<file path="config.mk">
export PLATFORM = sky130hd
export DESIGN_NAME = cva6_ras_cbuf
export DESIGN_NICKNAME = d
export VERILOG_FILES = /design/src/rtl/ras_pkg.sv /design/src/rtl/ras_ckpt_file.sv /design/src/rtl/cva6_ras_cbuf.sv
export SDC_FILE = /design/constraint.sdc
export NUM_CORES = 1
export LEC_CHECK = 0
export BUFFER_PORTS_ARGS = -buffer_cell sky130_fd_sc_hd__buf_4
export CORE_MARGIN = 4
export CORE_UTILIZATION = 45
export DETAILED_ROUTE_END_ITERATION = 6
export GPL_TIMING_DRIVEN = 1
export PLACE_DENSITY_LB_ADDON = 0.2
export SYNTH_ARGS = -nofsm -noshare
export SYNTH_HDL_FRONTEND = slang
export SYNTH_SLANG_ARGS = --single-unit
</file>
<file path="constraint.sdc">
create_clock -name clk_i -period 3.16 [get_ports clk_i]
set_input_delay 0.632 -clock clk_i [delete_from_list [all_inputs] [get_ports clk_i]]
set_output_delay 0.632 -clock clk_i [all_outputs]
set_load 0.03 [all_outputs]
</file>
<file path="src/rtl/ras_pkg.sv">
// rtl/ras_pkg.sv - shared types and constants for the CVA6 return-address stack
package ras_pkg;

   typedef enum logic [1:0] {
      RAS_NOP,
      RAS_PUSH,
      RAS_POP,
      RAS_REPL
   } ras_op_e;

   localparam int unsigned RAS_MIN_DEPTH = 2;

   function automatic ras_op_e ras_decode(input logic push, input logic pop);
      ras_op_e op;
      case ({push, pop})
         2'b10:   op = RAS_PUSH;
         2'b01:   op = RAS_POP;
         2'b11:   op = RAS_REPL;
         default: op = RAS_NOP;
      endcase
      return op;
   endfunction

endpackage

</file>
<file path="src/rtl/ras_ckpt_file.sv">
// rtl/ras_ckpt_file.sv - checkpoint slots {ptr, count, top} with valid bits and flush-clear
module ras_ckpt_file #(
   parameter int unsigned NR_CKPT = 4,
   parameter int unsigned IDX_W   = 2,
   parameter int unsigned PTR_W   = 2,
   parameter int unsigned CNT_W   = 3,
   parameter int unsigned VLEN    = 64
) (
   input  logic             clk_i,
   input  logic             rst_ni,
   input  logic             flush_i,
   input  logic             save_i,
   input  logic             restore_i,
   input  logic [IDX_W-1:0] idx_i,
   input  logic [PTR_W-1:0] save_ptr_i,
   input  logic [CNT_W-1:0] save_cnt_i,
   input  logic [VLEN-1:0]  save_top_i,
   output logic             rd_valid_o,
   output logic [PTR_W-1:0] rd_ptr_o,
   output logic [CNT_W-1:0] rd_cnt_o,
   output logic [VLEN-1:0]  rd_top_o
);

   typedef struct packed {
      logic [PTR_W-1:0] ptr;
      logic [CNT_W-1:0] cnt;
      logic [VLEN-1:0]  top;
   } slot_t;

   slot_t              r_slot [NR_CKPT];
   logic [NR_CKPT-1:0] r_valid;
   logic               w_idx_ok;
   logic               w_we;
   slot_t              w_rd;

   // Index encodings past NR_CKPT name no slot and read back as invalid.
   if ((1 << IDX_W) > NR_CKPT) begin : g_idx_chk
      assign w_idx_ok = (int'(idx_i) < int'(NR_CKPT));
   end else begin : g_idx_all
      assign w_idx_ok = 1'b1;
   end

   assign w_we       = save_i & ~restore_i & ~flush_i & w_idx_ok;
   assign w_rd       = r_slot[idx_i];
   assign rd_valid_o = w_idx_ok & r_valid[idx_i];
   assign rd_ptr_o   = w_rd.ptr;
   assign rd_cnt_o   = w_rd.cnt;
   assign rd_top_o   = w_rd.top;

   always_ff @(posedge clk_i or negedge rst_ni) begin
      if (!rst_ni) begin
         r_valid <= '0;
         for (int i = 0; i < int'(NR_CKPT); i++) r_slot[i] <= '0;
      end else if (flush_i) begin
         r_valid <= '0;
      end else if (w_we) begin
         r_valid[idx_i] <= 1'b1;
         r_slot[idx_i]  <= '{ptr: save_ptr_i, cnt: save_cnt_i, top: save_top_i};
      end
   end

endmodule

</file>
<file path="src/rtl/cva6_ras_cbuf.sv">
// rtl/cva6_ras_cbuf.sv - circular return-address stack with wrap-on-overflow and flush
// Checkpoint save/restore is built only when CVA6_RAS_CKPT_EN is defined.
module cva6_ras_cbuf
   import ras_pkg::*;
#(
   parameter  int unsigned DEPTH   = 4,
   parameter  int unsigned VLEN    = 64,
   parameter  int unsigned NR_CKPT = 4,
   localparam int unsigned PTR_W   = $clog2(DEPTH),
   localparam int unsigned CNT_W   = $clog2(DEPTH + 1),
   localparam int unsigned IDX_W   = (NR_CKPT > 1) ? $clog2(NR_CKPT) : 1
) (
   input  logic             clk_i,
   input  logic             rst_ni,
   input  logic             flush_i,
   input  logic             push_i,
   input  logic             pop_i,
   input  logic [VLEN-1:0]  data_i,
   output logic [VLEN-1:0]  data_o,
   output logic             valid_o,
   output logic             overflow_o,
   input  logic             ckpt_save_i,
   input  logic             ckpt_restore_i,
   input  logic [IDX_W-1:0] ckpt_idx_i
);

   if (DEPTH < RAS_MIN_DEPTH) begin : g_depth_chk
      $error("cva6_ras_cbuf: DEPTH must be at least RAS_MIN_DEPTH");
   end

   localparam logic [PTR_W-1:0] PTR_LAST = PTR_W'(DEPTH - 1);
   localparam logic [CNT_W-1:0] CNT_MAX  = CNT_W'(DEPTH);

   logic [VLEN-1:0]  r_stack [DEPTH];
   logic [PTR_W-1:0] r_ptr;
   logic [CNT_W-1:0] r_cnt;
   logic             r_ovf;

   ras_op_e          w_op;
   logic [PTR_W-1:0] w_ptr_inc, w_ptr_dec, w_ptr_n, w_waddr;
   logic [CNT_W-1:0] w_cnt_n;
   logic [VLEN-1:0]  w_wdata;
   logic             w_we, w_ovf_n;
   logic             w_restore, w_rst_valid;
   logic [PTR_W-1:0] w_rst_ptr;
   logic [CNT_W-1:0] w_rst_cnt;
   logic [VLEN-1:0]  w_rst_top;

`ifdef CVA6_RAS_CKPT_EN
   assign w_restore = ckpt_restore_i;

   ras_ckpt_file #(
      .NR_CKPT (NR_CKPT),
      .IDX_W   (IDX_W),
      .PTR_W   (PTR_W),
      .CNT_W   (CNT_W),
      .VLEN    (VLEN)
   ) u_ckpt (
      .clk_i      (clk_i),
      .rst_ni     (rst_ni),
      .flush_i    (flush_i),
      .save_i     (ckpt_save_i),
      .restore_i  (ckpt_restore_i),
      .idx_i      (ckpt_idx_i),
      .save_ptr_i (r_ptr),
      .save_cnt_i (r_cnt),
      .save_top_i (r_stack[r_ptr]),
      .rd_valid_o (w_rst_valid),
      .rd_ptr_o   (w_rst_ptr),
      .rd_cnt_o   (w_rst_cnt),
      .rd_top_o   (w_rst_top)
   );
`else
   logic w_unused_ckpt;
   assign w_unused_ckpt = ^{ckpt_save_i, ckpt_restore_i, ckpt_idx_i};
   assign w_restore     = 1'b0;
   assign w_rst_valid   = 1'b0;
   assign w_rst_ptr     = '0;
   assign w_rst_cnt     = '0;
   assign w_rst_top     = '0;
`endif

   assign w_op      = ras_decode(push_i, pop_i);
   assign w_ptr_inc = (r_ptr == PTR_LAST) ? '0 : r_ptr + 1'b1;
   assign w_ptr_dec = (r_ptr == '0) ? PTR_LAST : r_ptr - 1'b1;

   always_comb begin
      w_ptr_n = r_ptr;
      w_cnt_n = r_cnt;
      w_we    = 1'b0;
      w_waddr = r_ptr;
      w_wdata = data_i;
      w_ovf_n = 1'b0;
      if (flush_i) begin
         w_ptr_n = '0;
         w_cnt_n = '0;
      end else if (w_restore) begin
         // An unsaved slot restores to an empty stack.
         if (w_rst_valid) begin
            w_ptr_n = w_rst_ptr;
            w_cnt_n = w_rst_cnt;
            w_we    = 1'b1;
            w_waddr = w_rst_ptr;
            w_wdata = w_rst_top;
         end else begin
            w_ptr_n = '0;
            w_cnt_n = '0;
         end
      end else begin
         case (w_op)
            RAS_PUSH: begin
               w_ptr_n = w_ptr_inc;
               w_we    = 1'b1;
               w_waddr = w_ptr_inc;
               w_ovf_n = (r_cnt == CNT_MAX);
               w_cnt_n = (r_cnt == CNT_MAX) ? r_cnt : r_cnt + 1'b1;
            end
            RAS_POP: begin
               if (r_cnt != '0) begin
                  w_ptr_n = w_ptr_dec;
                  w_cnt_n = r_cnt - 1'b1;
               end
            end
            RAS_REPL: begin
               w_we = 1'b1;
               if (r_cnt == '0) w_cnt_n = CNT_W'(1);
            end
            default: ;
         endcase
      end
   end

   always_ff @(posedge clk_i or negedge rst_ni) begin
      if (!rst_ni) begin
         r_ptr <= '0;
         r_cnt <= '0;
         r_ovf <= 1'b0;
         for (int i = 0; i < int'(DEPTH); i++) r_stack[i] <= '0;
      end else begin
         r_ptr <= w_ptr_n;
         r_cnt <= w_cnt_n;
         r_ovf <= w_ovf_n;
         if (w_we) r_stack[w_waddr] <= w_wdata;
      end
   end

   assign valid_o    = (r_cnt != '0);
   assign data_o     = valid_o ? r_stack[r_ptr] : '0;
   assign overflow_o = r_ovf;

endmodule

</file>
==> flow_summary.ini, run 1 <==
[cts]
clkTransAtPathRegs_ns = 0.06
cts-resized-gates = 1
cts_tree = built
ctsHoldBuffers = 0
htree_num_levels = 1
cts-root-buf = clkbuf_16
clock_tree.buffer_depth = 3
cts_setup_buffers = 0
insertion_delay_ns = 0.53
cts_num_sinks = 262
cts_made_buffers = 29

[detailed_routing]
viasPerCell = 5.38
drc = 0
drt_iter0_drc = 307
wl_per_cell_um = 20.4
routed_wl_um = 25400
via_count = 6724
ant_nets = 0
dr.pass1.iters = 4

[timing]
min_period_ns = 3.01
hold_violations = 0
fmaxAchievable_mhz = 332
finalMaxSlewViolations = 0
final.setup.tns_ns = 0
setup_viol = 0
max_slew_margin = 0.525
fin_crit_sh = 0.953
fin_skew_ns = 0.0115
fin_ws_ns = 0.148
grt_setup_unrepaired = true
worstMarginPinSlew_ns = 0.712

[die]
core_sq_um = 26800
io_pins = 139
die_area_sq_um = 29900
die_w_um = 173
rows = 60
start_util = 0.456
die_h_um = 173

[yosys]
syn_nets = 828
synth_compound_area_frac = 0.00655
syn-cell-area_sq_um = 12200
synth_xor_area_frac = 0.00215
synth_seq_area_share = 0.536
synthAdderAreaFrac = 0.00716
synth_top_family_by_area = multiplexers
yosysWarnings = 0
muxShareOfSynthArea = 0.375
synth_seq_cells = 262
synthCells = 748
syn_area_per_cell_sq_um = 16.3
synth-simple-area-share = 0.0433
synth_cell_types = 33

[global_route]
grt_max_degree = 70
grt_pass1_wl_um = 42300
grt-ovfl-total = 0
grt_pass1_vias = 7469
antenna_found_initial = 0
grt_use_total = 0.172

[flow_run]
max-cap-violations = 0

[setup_path]
crit_buf_inv = 2
end_kind = output port
crit_required_ns = 2.53
start_kind = flop
path_class = reg -> out
cp_slowest_cell = dfrtp_4
crit_fanout = 20
crit_family = flip-flops
cpPeakStageDelay_ns = 0.59
arrival_ns = 2.38
crit_path_cell_trace = buf_6, mux4_2, and2_1, buf_4

[finish]
final_core_util = 0.548
drive_above_1_share = 0.508
regArea_sq_um = 6560
antenna_cells = 0
multiInputGateArea_sq_um = 5330
nets = 967
fill_cells = 2248
area_delta_synth_final_pct = 20.2

[min_path]
hold_path.class = in -> async

[power]
p_total_uw = 14500
power_density_nw_per_um2 = 988
max-vdd-ir-drop_mv = 0.479
leakagePower_uw = 0.00670

[place]
gp_congestion = 0.738
dp_slack_ns = 0.369
portBuffers = 134
hpwl_um = 15400

[status]
status = completed
cell usage after synthesis (all sizes together):
library cell / instances / share of area
and2: 64 / 0.033
o32ai: 2 / 0.0014
dfrtp: 262 / 0.54
ha: 7 / 0.0072
nand2b: 2 / 0.0010
mux2: 257 / 0.26
a311oi: 1 / 0.00072
nand3b: 1 / 0.00061
xor2: 2 / 0.0014
nand2: 8 / 0.0029
mux2i: 2 / 0.0016
or3b: 2 / 0.0014
mux4: 64 / 0.12
a21oi: 5 / 0.0024
clkbuf: 11 / 0.0034
nor4b: 1 / 0.00072
a211oi: 1 / 0.00061
nor3: 1 / 0.00041
xnor2: 1 / 0.00072
buf: 38 / 0.025
inv: 5 / 0.0015
o31ai: 1 / 0.00061
o21ai: 2 / 0.00082
nor2: 3 / 0.00092
or3: 2 / 0.0010
nor2b: 3 / 0.0015
stage by stage:
step | cell area [sq um] | cells | hold slack [ns]
after floorplan | 12200 | 748 | 0.336
after global placement | 13700 | 1197 | 0.461
after detailed placement | 13700 | 1197 | 0.470
after CTS | 14700 | 1249 | 0.0561
after global routing | 14700 | 1249 | 0.0753
final | 14700 | 1249 | 0.0317
state kept, by name (all words and copies together) (netlist names):
name and flops:
overflow_o 1, r_cnt 3, r_ptr 2, r_stack 256
worst paths after layout:
kind                                  start           end  slack, ns  cells past startpoint
worst max-delay path               r_ptr[0]     data_o[7]       0.15                      4
worst min-delay path                 rst_ni  r_stack[218]       0.03                      1
worst max register to register     r_ptr[0]    r_stack[2]       0.59                      6
worst min register to register  r_stack[20]   r_stack[20]       0.48                      1
max in group asynchronous            rst_ni    r_stack[0]       2.31                      2
min in group clk_i                data_i[0]  r_stack[128]       0.34                      2
cells by family after synthesis:
family / after synthesis
simple gates: 87
fa+ha+maj: 7
mux: 323
xor+xnor: 3
compound gates: 12
buf+inv: 54
flops: 262
layout by cell type (no fill, tap or decap), types with 2 or more instances in the layout:
cell / n
o21ai_0: 2
dfrtp_1: 260
a21oi_1: 4
mux4_2: 64
mux2_4: 60
nand2_1: 6
ha_1: 7
xor2_1: 2
buf_4: 141
clkbuf_16: 29
nand2_4: 2
inv_1: 5
clkinv_2: 4
clkbuf_1: 6
nor2_1: 3
mux2_2: 126
bufinv_16: 4
o32ai_1: 2
mux2i_1: 2
buf_12: 13
clkbuf_8: 6
or3b_1: 2
mux2_1: 71
and2_1: 64
nor2b_1: 2
clkinvlp_4: 2
buf_6: 2
layout make-up:
cell class | instances | area share
repair buffers | 157 | 0.0923
flip-flops and latches | 262 | 0.447
well taps | 341 | 0.0290
clock inverters | 11 | 0.0112
inverters | 5 | 0.00128
clock buffers | 41 | 0.0566
multi-input cells | 432 | 0.363
report_power, final:
part	switching (uW)	internal [uW]	leakage (uW)
sequential	764	4920	0.00320
combinational	2340	2990	0.00301
clock	1350	2150	0.000485
per-layer routing:
layer  global-route usage  routed length [um]  up-vias
met3               0.0365                1360       41
met5                    0                   0        -
met2                0.269               11500      134
met1                0.253               12100     3538
li1                     -                   -     3011
met4               0.0343                 432        0
(Power assumes the default switching activity.)
==> run 2: changes to the inputs <==
==> constraint.sdc (replaced) <==
create_clock -name clk_i -period 3.65 [get_ports clk_i]
set_input_delay 0.73 -clock clk_i [delete_from_list [all_inputs] [get_ports clk_i]]
set_output_delay 0.73 -clock clk_i [all_outputs]
set_load 0.03 [all_outputs]
==> run 2 against run 1 <==
Flip-flop and latch count unchanged; setup slack better by 0.22 ns; worst hold slack better by 0.16 ns; critical path depth unchanged; non-clock buffer count down 6.
==> flow_summary.ini, run 2 (synthesis gave the netlist of run 1 again) <==
[die]
die_w_um = 173
rows = 60
core_sq_um = 26800
die_area_sq_um = 29900
io_pins = 139
start_util = 0.456
die_h_um = 173

[power]
p_total_uw = 12600
max-vdd-ir-drop_mv = 0.385
leakagePower_uw = 0.00665
power_density_nw_per_um2 = 861

[cts]
clock_tree.buffer_depth = 3
cts_setup_buffers = 0
cts_num_sinks = 262
htree_num_levels = 1
cts-resized-gates = 0
cts_made_buffers = 29
ctsHoldBuffers = 0
cts_tree = built
cts-root-buf = clkbuf_16
clkTransAtPathRegs_ns = 0.06
insertion_delay_ns = 0.53

[global_route]
grt_pass1_wl_um = 41900
grt_pass1_vias = 7461
antenna_found_initial = 0
grt_max_degree = 85
grt_use_total = 0.171
grt-ovfl-total = 0

[setup_path]
reg2regPathDepth = 6
r2r-start = r_ptr[0]
start_kind = flop
reg2reg_slack_ns = 0.80
arrival_ns = 2.55
end_kind = output port
crit_fanout = 26
r2r_end = r_stack[44]
crit_required_ns = 2.92
path_class = reg -> out

[timing]
max_slew_margin = 0.563
fin_crit_sh = 0.900
fmaxAchievable_mhz = 305
min_period_ns = 3.28
fin_skew_ns = 0.0103
worstMarginPinSlew_ns = 0.654
grt_setup_unrepaired = false
hold_violations = 0
setup_viol = 0
final.setup.tns_ns = 0
finalMaxSlewViolations = 0

[detailed_routing]
wl_per_cell_um = 20.5
dr.pass1.iters = 4
routed_wl_um = 25500
ant_nets = 0
via_count = 6754
drt_iter0_drc = 286
drc = 0
viasPerCell = 5.43

[finish]
nets = 961
drive_above_1_share = 0.506
final_cell_mix = 260 x dfrtp_1, 141 x buf_4, 126 x mux2_2
largest_reg_flops = 256
fill_cells = 2200
area_delta_synth_final_pct = 19.4
mostFrequentLayoutCell = dfrtp_1
top_register = r_stack
reg.largest.list = r_stack: 256 flops, r_cnt: 3 flops, r_ptr: 2 flops
antenna_cells = 0

[flow_run]
max-cap-violations = 0

[status]
status = completed

[place]
hpwl_um = 15100
gp_congestion = 0.721
portBuffers = 134

[min_path]
hold_path.class = in -> async
[run 2: changes by cell type in the layout (fill, tap and decap cells not counted)]
cell,change
buf_12,-4
clkbuf_1,-1
buf_6,-2
clkbuf_8,+1
clkinv_4,+1
inv_6,-1
[run 2: routing by layer]
layer / part of all wire / vias up / track usage
met4: 0.014 / 0 / 0.0353
met5: 0 / - / 0
met2: 0.48 / 139 / 0.277
met1: 0.45 / 3570 / 0.241
met3: 0.056 / 28 / 0.0394
li1: - / 3017 / -
[run 2: worst max-delay path by stage]
stage,from,endpoint,slack (ns),cells after the start
final,r_ptr[0],data_o[13],0.37,4
after global routing,r_ptr[0],data_o[52],0.19,4
after CTS,r_ptr[0],data_o[13],0.27,4
after detailed placement,pop_i,r_stack[0],0.64,8
after global placement,pop_i,r_stack[63],0.69,8
after floorplan,r_ptr[1],r_stack[100],1.04,9
[run 2: critical path, stage by stage (launching register included)]
cell	delay [ns]
dfrtp_4	0.81
buf_12	0.30
mux4_2	0.53
and2_1	0.20
buf_4	0.17
[run 2: layout make-up]
cell class / count / area [sq um] / area share
Timing Repair Buffer: 151 / 1250 / 0.0859
Sequential cell: 262 / 6560 / 0.450
Tap cell: 341 / 427 / 0.0292
Multi-Input combinational cell: 432 / 5330 / 0.365
Inverter: 5 / 18.8 / 0.00129
Clock inverter: 11 / 164 / 0.0112
Clock buffer: 41 / 841 / 0.0576
[run 2: through the flow]
stage | setup WS (ns) | hold WS [ns] | cells | instance area [sq um] | utilization
2_1_floorplan | 1.04 | 0.434 | 748 | 12200 | -
3_3_place_gp | 0.687 | 0.462 | 1191 | 13600 | 0.507
3_5_place_dp | 0.642 | 0.469 | 1191 | 13600 | 0.507
4_1_cts | 0.274 | 0.210 | 1243 | 14600 | 0.545
5_1_grt | 0.193 | 0.223 | 1243 | 14600 | 0.545
6_report | 0.366 | 0.190 | 1243 | 14600 | 0.545
[run 2: power breakdown]
part / switching [uW] / internal, uW
clock: 1160 / 1880
combinational: 2000 / 2580
sequential: 686 / 4260
==> run 3: changes to the inputs <==
==> constraint.sdc (replaced) <==
create_clock -name clk_i -period 3.65 [get_ports clk_i]
set_input_delay 0.73 -clock clk_i [delete_from_list [all_inputs] [get_ports clk_i]]
set_output_delay 0.73 -clock clk_i [all_outputs]
set_load 0.1 [all_outputs]
==> run 3 against run 2 <==
Utilization is 0.20 points higher; routed wire length is 0.22% higher; die area did not move; sequential power is essentially flat; setup slack worse by 0.0011 ns; count of clock-buffer cells in the layout grew 8; power rose by 16%; first-iteration DRC count down 3.1%; critical endpoint is now data_o[42]; largest cell class unchanged; highest routed layer unchanged.
==> flow_summary.ini, run 3 (synthesis gave the netlist of run 1 again) <==
[cts]
cts_made_buffers = 29
ctsHoldBuffers = 0
clkTransAtPathRegs_ns = 0.06
htree_num_levels = 1
insertion_delay_ns = 0.53
cts_tree = built
cts_num_sinks = 262
cts-root-buf = clkbuf_16
clock_tree.buffer_depth = 3

[place]
hpwl_um = 15400
gp_congestion = 0.715
portBuffers = 134

[global_route]
grt_pass1_vias = 7430
grt_use_total = 0.170
grt_pass1_wl_um = 41600
antenna_found_initial = 0
grt-ovfl-total = 0
grt_max_degree = 95

[finish]
top_register = r_stack
final_core_util = 0.547
area_delta_synth_final_pct = 19.8
reg.largest.list = r_stack: 256 flops, r_cnt: 3 flops, r_ptr: 2 flops
mostFrequentLayoutCell = dfrtp_1
nets = 971
antenna_cells = 0
drive_above_1_share = 0.508
final_cell_mix = 260 x dfrtp_1, 150 x buf_4, 126 x mux2_2
largest_reg_flops = 256

[timing]
final.setup.tns_ns = 0
fin_crit_sh = 0.900
worstMarginPinSlew_ns = 0.775
max_slew_margin = 0.483
min_period_ns = 3.29
fmaxAchievable_mhz = 304
hold_violations = 0
grt_setup_unrepaired = false
setup_viol = 0
finalMaxSlewViolations = 0
fin_skew_ns = 0.0143

[detailed_routing]
via_count = 6799
drc = 0
wl_per_cell_um = 20.4
dr.pass1.iters = 4
route.met3.wl_um = 1240
ant_nets = 0
dr_wl_met2_um = 11800
routed_wl_um = 25600
drt_iter0_drc = 277
viasPerCell = 5.43
wl_met1_um = 12100
topRoutingLayerUsed = met4

[setup_path]
end_kind = output port
crit_required_ns = 2.92
path_class = reg -> out
arrival_ns = 2.55
crit_fanout = 21
start_kind = flop

[die]
die_h_um = 173
die_w_um = 173
die_area_sq_um = 29900
core_sq_um = 26800
start_util = 0.456
io_pins = 139
rows = 60

[power]
leakagePower_uw = 0.00668
power_density_nw_per_um2 = 998
max-vdd-ir-drop_mv = 0.627

[flow_run]
max-cap-violations = 0

[status]
status = completed

[min_path]
hold_path.class = in -> async
run 3: cell count changes in the layout (fill, tap and decap cells not counted), sizes merged:
cell | previous run | this run
clkinvlp | 2 | 1
clkbuf | 41 | 49
bufinv | 4 | 1
buf | 151 | 161
clkinv | 5 | 0
inv | 5 | 6
run 3: what timing repair did:
item,4_1_cts,5_1_grt
endpoints found under the setup margin,0,7
gates resized for setup,0,0
buffers inserted,0,1
endpoints found under the hold margin,0,0
run 3: final timing paths:
kind / from / to / slack, ns / cells past startpoint
setup / recovery: r_ptr[0] / data_o[42] / 0.37 / 4
hold / removal: rst_ni / r_stack[218] / 0.23 / 1
setup reg to reg: r_ptr[0] / r_stack[45] / 0.75 / 7
hold reg to reg: r_stack[57] / r_stack[57] / 0.48 / 1
max in group asynchronous: rst_ni / r_stack[37] / 2.53 / 2
min in group clk_i: data_i[8] / r_stack[8] / 0.44 / 2
run 3: critical path, cell delays in order (launching register included):
cell and delay, ns:
dfrtp_4 0.77, buf_4 0.31, mux4_2 0.51, and2_1 0.19, buf_4 0.24
run 3: metrics by stage:
step / std cells / setup slack (ns) / hold slack [ns] / total power [uW] / cell area [sq um]
2_1_floorplan: 748 / 0.513 / 0.434 / 10300 / 12200
3_3_place_gp: 1200 / 0.606 / 0.463 / 11700 / 13700
3_5_place_dp: 1200 / 0.602 / 0.469 / 11800 / 13700
4_1_cts: 1252 / 0.0316 / 0.257 / 14700 / 14600
5_1_grt: 1253 / 0.218 / 0.272 / 15300 / 14600
6_report: 1253 / 0.365 / 0.228 / 14600 / 14600
run 3: metal layers:
| layer | up-vias | track usage |
|---|---|---|
| met5 | - | 0 |
| met1 | 3626 | 0.247 |
| met4 | 0 | 0.0309 |
| met3 | 31 | 0.0365 |
| met2 | 120 | 0.269 |
| li1 | 3022 | - |
run 3: area by class of cell:
class / count / area [sq um]
fillers: 2179 / 12200
flip-flops and latches: 262 / 6560
multi-input cells: 432 / 5330
repair buffers: 161 / 1340
clock buffers: 49 / 921
well taps: 341 / 427
clock inverters: 3 / 48.8
inverters: 5 / 18.8
run 3: power breakdown:
| group | internal (uW) | switching (uW) |
|---|---|---|
| Sequential | 4260 | 679 |
| Clock | 1770 | 1130 |
| Combinational | 2610 | 4160 |
